### src/rtl/aes_inv_subbytes.sv
// AES inverse SubBytes: substitutes an NxN byte state through the inverse S-box, one byte per cycle.
// Define AES_INV_SUBBYTES_ROW_PARALLEL_EN to substitute a whole row per cycle instead.
module aes_inv_subbytes #(
  parameter int STATE_ARRAY_DIMENSION = 4
) (
  input  logic                                                       clk,
  input  logic                                                       reset,
  input  logic                                                       valid,
  input  logic                                                       next_is_ready,
  input  logic [STATE_ARRAY_DIMENSION-1:0][STATE_ARRAY_DIMENSION-1:0][7:0] state_array,
  output logic [STATE_ARRAY_DIMENSION-1:0][STATE_ARRAY_DIMENSION-1:0][7:0] state_array_out,
  output logic                                                       ready,
  output logic                                                       valid_out
);

  localparam int N  = STATE_ARRAY_DIMENSION;
  localparam int CW = (N > 1) ? $clog2(N) : 1;
  localparam logic [CW-1:0] LAST = CW'(N - 1);

  // Inverse S-box, byte 0x00 first; each 128-bit word is one row of the table.
  localparam logic [0:255][7:0] INV_SBOX = {
    128'h52096ad53036a538bf40a39e81f3d7fb,
    128'h7ce339829b2fff87348e4344c4dee9cb,
    128'h547b9432a6c2233dee4c950b42fac34e,
    128'h082ea16628d924b2765ba2496d8bd125,
    128'h72f8f66486689816d4a45ccc5d65b692,
    128'h6c704850fdedb9da5e154657a78d9d84,
    128'h90d8ab008cbcd30af7e45805b8b34506,
    128'hd02c1e8fca3f0f02c1afbd0301138a6b,
    128'h3a9111414f67dcea97f2cfcef0b4e673,
    128'h96ac7422e7ad3585e2f937e81c75df6e,
    128'h47f11a711d29c5896fb7620eaa18be1b,
    128'hfc563e4bc6d279209adbc0fe78cd5af4,
    128'h1fdda8338807c731b11210592780ec5f,
    128'h60517fa919b54a0d2de57a9f93c99cef,
    128'ha0e03b4dae2af5b0c8ebbb3c83539961,
    128'h172b047eba77d626e169146355210c7d
  };

  typedef enum logic [1:0] {IDLE, BUSY, DONE} state_t;

  state_t                        state;
  logic [CW-1:0]                 current_word_coords [2];
  logic [N-1:0][N-1:0][7:0]      buf_q;

  function automatic logic [7:0] inv_sbox(input logic [7:0] b);
    return INV_SBOX[b];
  endfunction

  always_ff @(posedge clk) begin
    if (reset) begin
      state                  <= IDLE;
      ready                  <= 1'b1;
      valid_out              <= 1'b0;
      state_array_out        <= '0;
      buf_q                  <= '0;
      current_word_coords[0] <= '0;
      current_word_coords[1] <= '0;
    end else begin
      case (state)
        IDLE: begin
          if (valid) begin
            buf_q                  <= state_array;
            current_word_coords[0] <= '0;
            current_word_coords[1] <= '0;
            ready                  <= 1'b0;
            state                  <= BUSY;
          end
        end
        BUSY: begin
`ifdef AES_INV_SUBBYTES_ROW_PARALLEL_EN
          for (int c = 0; c < N; c++) begin
            state_array_out[current_word_coords[0]][c] <=
              inv_sbox(buf_q[current_word_coords[0]][c]);
          end
          current_word_coords[1] <= '0;
          if (current_word_coords[0] == LAST) begin
            current_word_coords[0] <= '0;
            valid_out              <= 1'b1;
            state                  <= DONE;
          end else begin
            current_word_coords[0] <= current_word_coords[0] + CW'(1);
          end
`else
          state_array_out[current_word_coords[0]][current_word_coords[1]] <=
            inv_sbox(buf_q[current_word_coords[0]][current_word_coords[1]]);
          if (current_word_coords[1] == LAST) begin
            current_word_coords[1] <= '0;
            if (current_word_coords[0] == LAST) begin
              current_word_coords[0] <= '0;
              valid_out              <= 1'b1;
              state                  <= DONE;
            end else begin
              current_word_coords[0] <= current_word_coords[0] + CW'(1);
            end
          end else begin
            current_word_coords[1] <= current_word_coords[1] + CW'(1);
          end
`endif
        end
        DONE: begin
          // Result is held until the downstream stage takes it.
          if (next_is_ready) begin
            valid_out <= 1'b0;
            ready     <= 1'b1;
            state     <= IDLE;
          end
        end
        default: begin
          state <= IDLE;
          ready <= 1'b1;
        end
      endcase
    end
  end

endmodule

### config.mk
export PLATFORM = sky130hd
export DESIGN_NAME = aes_inv_subbytes
export DESIGN_NICKNAME = d
export VERILOG_FILES = /design/src/rtl/aes_inv_subbytes.sv
export SDC_FILE = /design/constraint.sdc
export NUM_CORES = 1
export LEC_CHECK = 0
export ABC_AREA = 0
export BUFFER_PORTS_ARGS = -buffer_cell sky130_fd_sc_hd__buf_4
export CAP_MARGIN = 20
export CORE_MARGIN = 5
export CORE_UTILIZATION = 40
export DETAILED_ROUTE_END_ITERATION = 10
export PLACE_DENSITY = 0.63
export SETUP_SLACK_MARGIN = 0.2
export SKIP_LAST_GASP = 1
export SLEW_MARGIN = 5
export SYNTH_ARGS = -nofsm -noshare
export SYNTH_HDL_FRONTEND = slang
export SYNTH_SLANG_ARGS = --single-unit
### constraint.sdc
create_clock -name clk -period 4.6 [get_ports clk]
set_input_delay 0.92 -clock clk [delete_from_list [all_inputs] [get_ports clk]]
set_output_delay 0.92 -clock clk [all_outputs]
set_load 0.02 [all_outputs]
==> run summary <==
Dividing the detail-routed wire length by the instance count gives around 27 um. The portion of the post-synthesis area used by sequential elements came out at approximately 36%. The count of unresolved DRC violations after routing is 0. The HPWL reported at the end of detailed placement is approximately 50 mm.

Setup violations remaining at the end of the flow were counted as 0. The cell depth of the worst flop-to-flop path is 18. The finished cells cover about 19000 sq um. The capture endpoint of the worst hold path is buf_q[49]. The setup slack of the worst register-to-register path is 0.39 ns. In the synthesized netlist the dominant register cell turns out to be dfxtp_1. The worst-case vdd ir drop is between 300 and 400 uV.

The main combinational cell family by area after synthesis is compound AO/OA/AOI/OAI gates. The net count of the mapped netlist came out at roughly 1900. The count of maximum capacitance violations came out at 0. The number of global-route vias before repair came to between 15000 and 20000. Of all nets on the critical path, the largest fanout is 22. The setup clock skew after layout is between 0.015 and 0.02 ns.

The total placed instance area came out at 17710 sq um. At the end of routability-driven placement, the weighted congestion stood at 1.057. The post-synthesis adder-cell area fraction is about 2.4%.

Setup repair after global routing could not meet its margin everywhere. The number of buffers created by CTS is 29. The ratio of final minimum period to clock period came out at about nine tenths. The simple-gate share of the synthesized area came out at between 10% and 20%. The fraction of the mapped netlist area in compound gates came out at around 29%. The number of flops mapped to enable cells by yosys came out at 4. In this run the critical register-to-register path is captured at state_array_out[5]. The clock tree buffer depth came out at 3. The first global-routing pass estimated about 100 mm of wire. The worst hold path belongs to the class flop to flop. STA classifies the critical path startpoint as a flop. The async set-reset flop share out of synthesis came out at 0%. The final count of pins violating max slew came out at 0. The flow ran to the end, and the final reports show no timing, DRC or antenna violations. Measured along the y axis, the die boundary spans ~200 um. The final worst setup slack came out at between 0.3 and 0.4 ns. The latest clock arrival within the worst-skew pair came out at between 0.5 and 0.6 ns. The area added between synthesis and finish is 28.19%. The transition time at the pin with the least slew margin came out at 1.037 ns. The XOR/XNOR share of the synthesized area is 0%. The width of the chip came out at ~200 um. The detailed-router iteration count before antenna repair came out at 6. In this run the number of H-tree levels came out at 1.

The first routing iteration left roughly 1700 violations. The gate count of the mapped netlist is 1757. The critical path in this run is classified as flop to flop. The count of standard-cell rows came out at 70. In this run the critical register-to-register path is launched from current_word_coords[0][0]. The highest attainable clock frequency came out at around 0.24 GHz. The mux share of post-synthesis cell area is between 6 and 7%. The data required time of the critical path is 5.00 ns. The sum of negative setup slack came out at 0 ns. The total overflow left after global routing is 0.

Across every metal layer, demand over resource in global routing totals between 30% and 40%. The number of cells traversed by the worst hold path is 2. Input and output buffers added on the ports amount to 261. The number of antenna diodes is 0. The mean number of vias per cell came out at 6.191. Power spread over the standard cell area amounts to ~380 nW/um^2.

The analysis attributes to cell leakage a power of a little over 0.007 uW. The residual antenna-violating net count after detailed routing is 0. In this run the clock root is driven by a clkbuf_16.

The area enclosed by the die boundary came out at ~41000 sq um. The average footprint of a synthesized cell came out at around 8.4 sq um. The number of failing hold endpoints at the final stage came out at 0. The number of synthesis warnings is 0.

The clock period minus worst slack came out at ~4.2 ns. The kind of capture point of the worst setup path is a flop. The pin count of the biggest net entering global routing is 136. The launch point of the worst hold path is buf_q[49].

The number of distinct standard cells referenced by the synthesized netlist is 98. The library cell used most frequently in the layout, excluding fill and tap cells, is buf_4. The overall via count from detail_route came out at around 16000.

The arrival time of data at the critical path endpoint came out at approximately 4.6 ns. For this design, the CTS-stage hold fixing added 0 buffers. For this block, the routed nets add up to between 60 and 70 mm of wire.

The mapped netlist covers 14710 sq um. The core region area came out at ~36000 sq um. The number of clock sinks seen by CTS came out at 264.

The layout net count is about 2200. TritonCTS built the clock tree. The number of antenna violations at the first check in global routing came out at 0.

The number of top-level pins is 262. Clock-pin slew was measured on the worst setup and hold paths at roughly 0.06 ns. The library cells used most frequently in the layout, excluding fill and tap cells, are buf_4 (381), nand2_1 (349), dfxtp_1 (260). OpenSTA, run right after detailed placement, puts the worst setup slack at around 0.15 ns.

The initial core utilization is around two fifths. The synthesis-stage register bit count came out at approximately 260. The fraction of the core area covered by cells at the end of the flow is 51.76%. The relative slew slack is a little under a third.

The fraction of final layout cells sized beyond drive strength 1 came out at a little under a third.
## metal layers
layer / vias to the layer above / global-route usage [%] / wire length, um
li1: 7013 / - / -
met1: 7636 / 44.00 / 28820
met2: 726 / 49.34 / 30350
met3: 182 / 4.139 / 4481
met4: 0 / 12.40 / 3109
met5: - / 0 / 0
## flip-flops by register name, indices dropped and copies added, names as in the netlist
register and count:
ready 1, state_array_out 128, buf_q 128, valid_out 1, state 2, current_word_coords 4
## what timing repair did
item                                    4_1_cts  5_1_grt
pin swaps                                     1        2
endpoints found under the setup margin       32      111
buffers inserted                              1        2
gates resized for setup                       4       18
## how the worst max path moves through the flow
stage / slack [ns] / endpoint / depth (start not counted) / startpoint
2_1_floorplan: 0.30 / state_array_out[103] / 20 / current_word_coords[0][2]
3_3_place_gp: 0.15 / state_array_out[10] / 17 / current_word_coords[0][0]
3_5_place_dp: 0.15 / state_array_out[10] / 17 / current_word_coords[0][0]
4_1_cts: 0.24 / state_array_out[78] / 17 / current_word_coords[0][0]
5_1_grt: 0.19 / state_array_out[117] / 19 / current_word_coords[0][2]
6_report: 0.39 / state_array_out[5] / 18 / current_word_coords[0][0]
## critical path, cell delays in order (launching register included)
cell and delay, ns:
edfxtp_1 0.37, buf_12 0.19, buf_6 0.22, mux4_2 0.32
a22oi_1 0.23, and2_1 0.20, buf_4 0.14, inv_2 0.04
buf_4 0.17, ha_1 0.27, buf_4 0.17, buf_4 0.16
nor3_1 0.40, o22ai_1 0.13, a21oi_1 0.24, a21oi_1 0.11
nor4_4 0.34, buf_12 0.22, o41ai_1 0.10
## Yosys cell counts, drive strengths merged (4+ instances only)
| library cell | n | area share (%) |
|---|---|---|
| nor4 | 14 | 0.74 |
| mux2i | 19 | 1.4 |
| o41ai | 18 | 1.6 |
| nand3b | 19 | 0.97 |
| nand3 | 47 | 1.6 |
| ha | 28 | 2.4 |
| a32oi | 6 | 0.41 |
| o211ai | 36 | 2.2 |
| mux4 | 29 | 4.4 |
| o21ai | 38 | 1.4 |
| a21oi | 204 | 7.3 |
| o311ai | 8 | 0.48 |
| nand4 | 13 | 0.60 |
| o32ai | 4 | 0.24 |
| a22oi | 10 | 0.58 |
| a221oi | 10 | 0.60 |
| nor3 | 30 | 1.2 |
| o31ai | 9 | 0.46 |
| a2111oi | 9 | 0.73 |
| nor2 | 142 | 3.7 |
| and2 | 6 | 0.26 |
| buf | 70 | 3.2 |
| mux2 | 7 | 0.56 |
| nor2b | 4 | 0.17 |
| inv | 14 | 0.36 |
| a211o | 4 | 0.24 |
| nand2 | 352 | 9.0 |
| dfxtp | 260 | 35 |
| edfxtp | 4 | 0.82 |
| a311oi | 24 | 1.9 |
| clkbuf | 98 | 2.5 |
| o221ai | 8 | 0.48 |
| o2111ai | 8 | 0.48 |
| a211oi | 99 | 6.1 |
| o22ai | 6 | 0.26 |
| a31oi | 25 | 1.1 |
| a311o | 6 | 0.41 |
| and3 | 20 | 0.85 |
## final cells by class
class / count / area, sq um
fillers: 3467 / 17580
multi-input cells: 1310 / 8636
flip-flops and latches: 264 / 5325
repair buffers: 404 / 3302
clock buffers: 44 / 902.1
well taps: 468 / 585.6
inverters: 15 / 56.30
clock inverters: 8 / 52.55
## report_power, final
part | internal [uW] | total, uW | switching [uW]
combinational | 885 | 2490 | 1600
clock | 1340 | 2280 | 940
sequential | 2380 | 2440 | 55.4
## metrics by stage
step / power (uW) / instances / hold slack [ns]
2_1_floorplan: 3789 / 1757 / 0.4329
3_3_place_gp: 4853 / 2457 / 0.4415
3_5_place_dp: 4823 / 2457 / 0.4454
4_1_cts: 7128 / 2510 / 0.4534
5_1_grt: 7467 / 2513 / 0.4704
6_report: 7211 / 2513 / 0.4519
## cells by family (layout without fill, tap and decap cells)
kind of cell,after synthesis,in the layout
buf+inv,183,471
compound gates,565,565
simple gates,662,662
mux,55,55
fa+ha+maj,28,28
flops,264,264
Power figures use the tool's default switching activity.
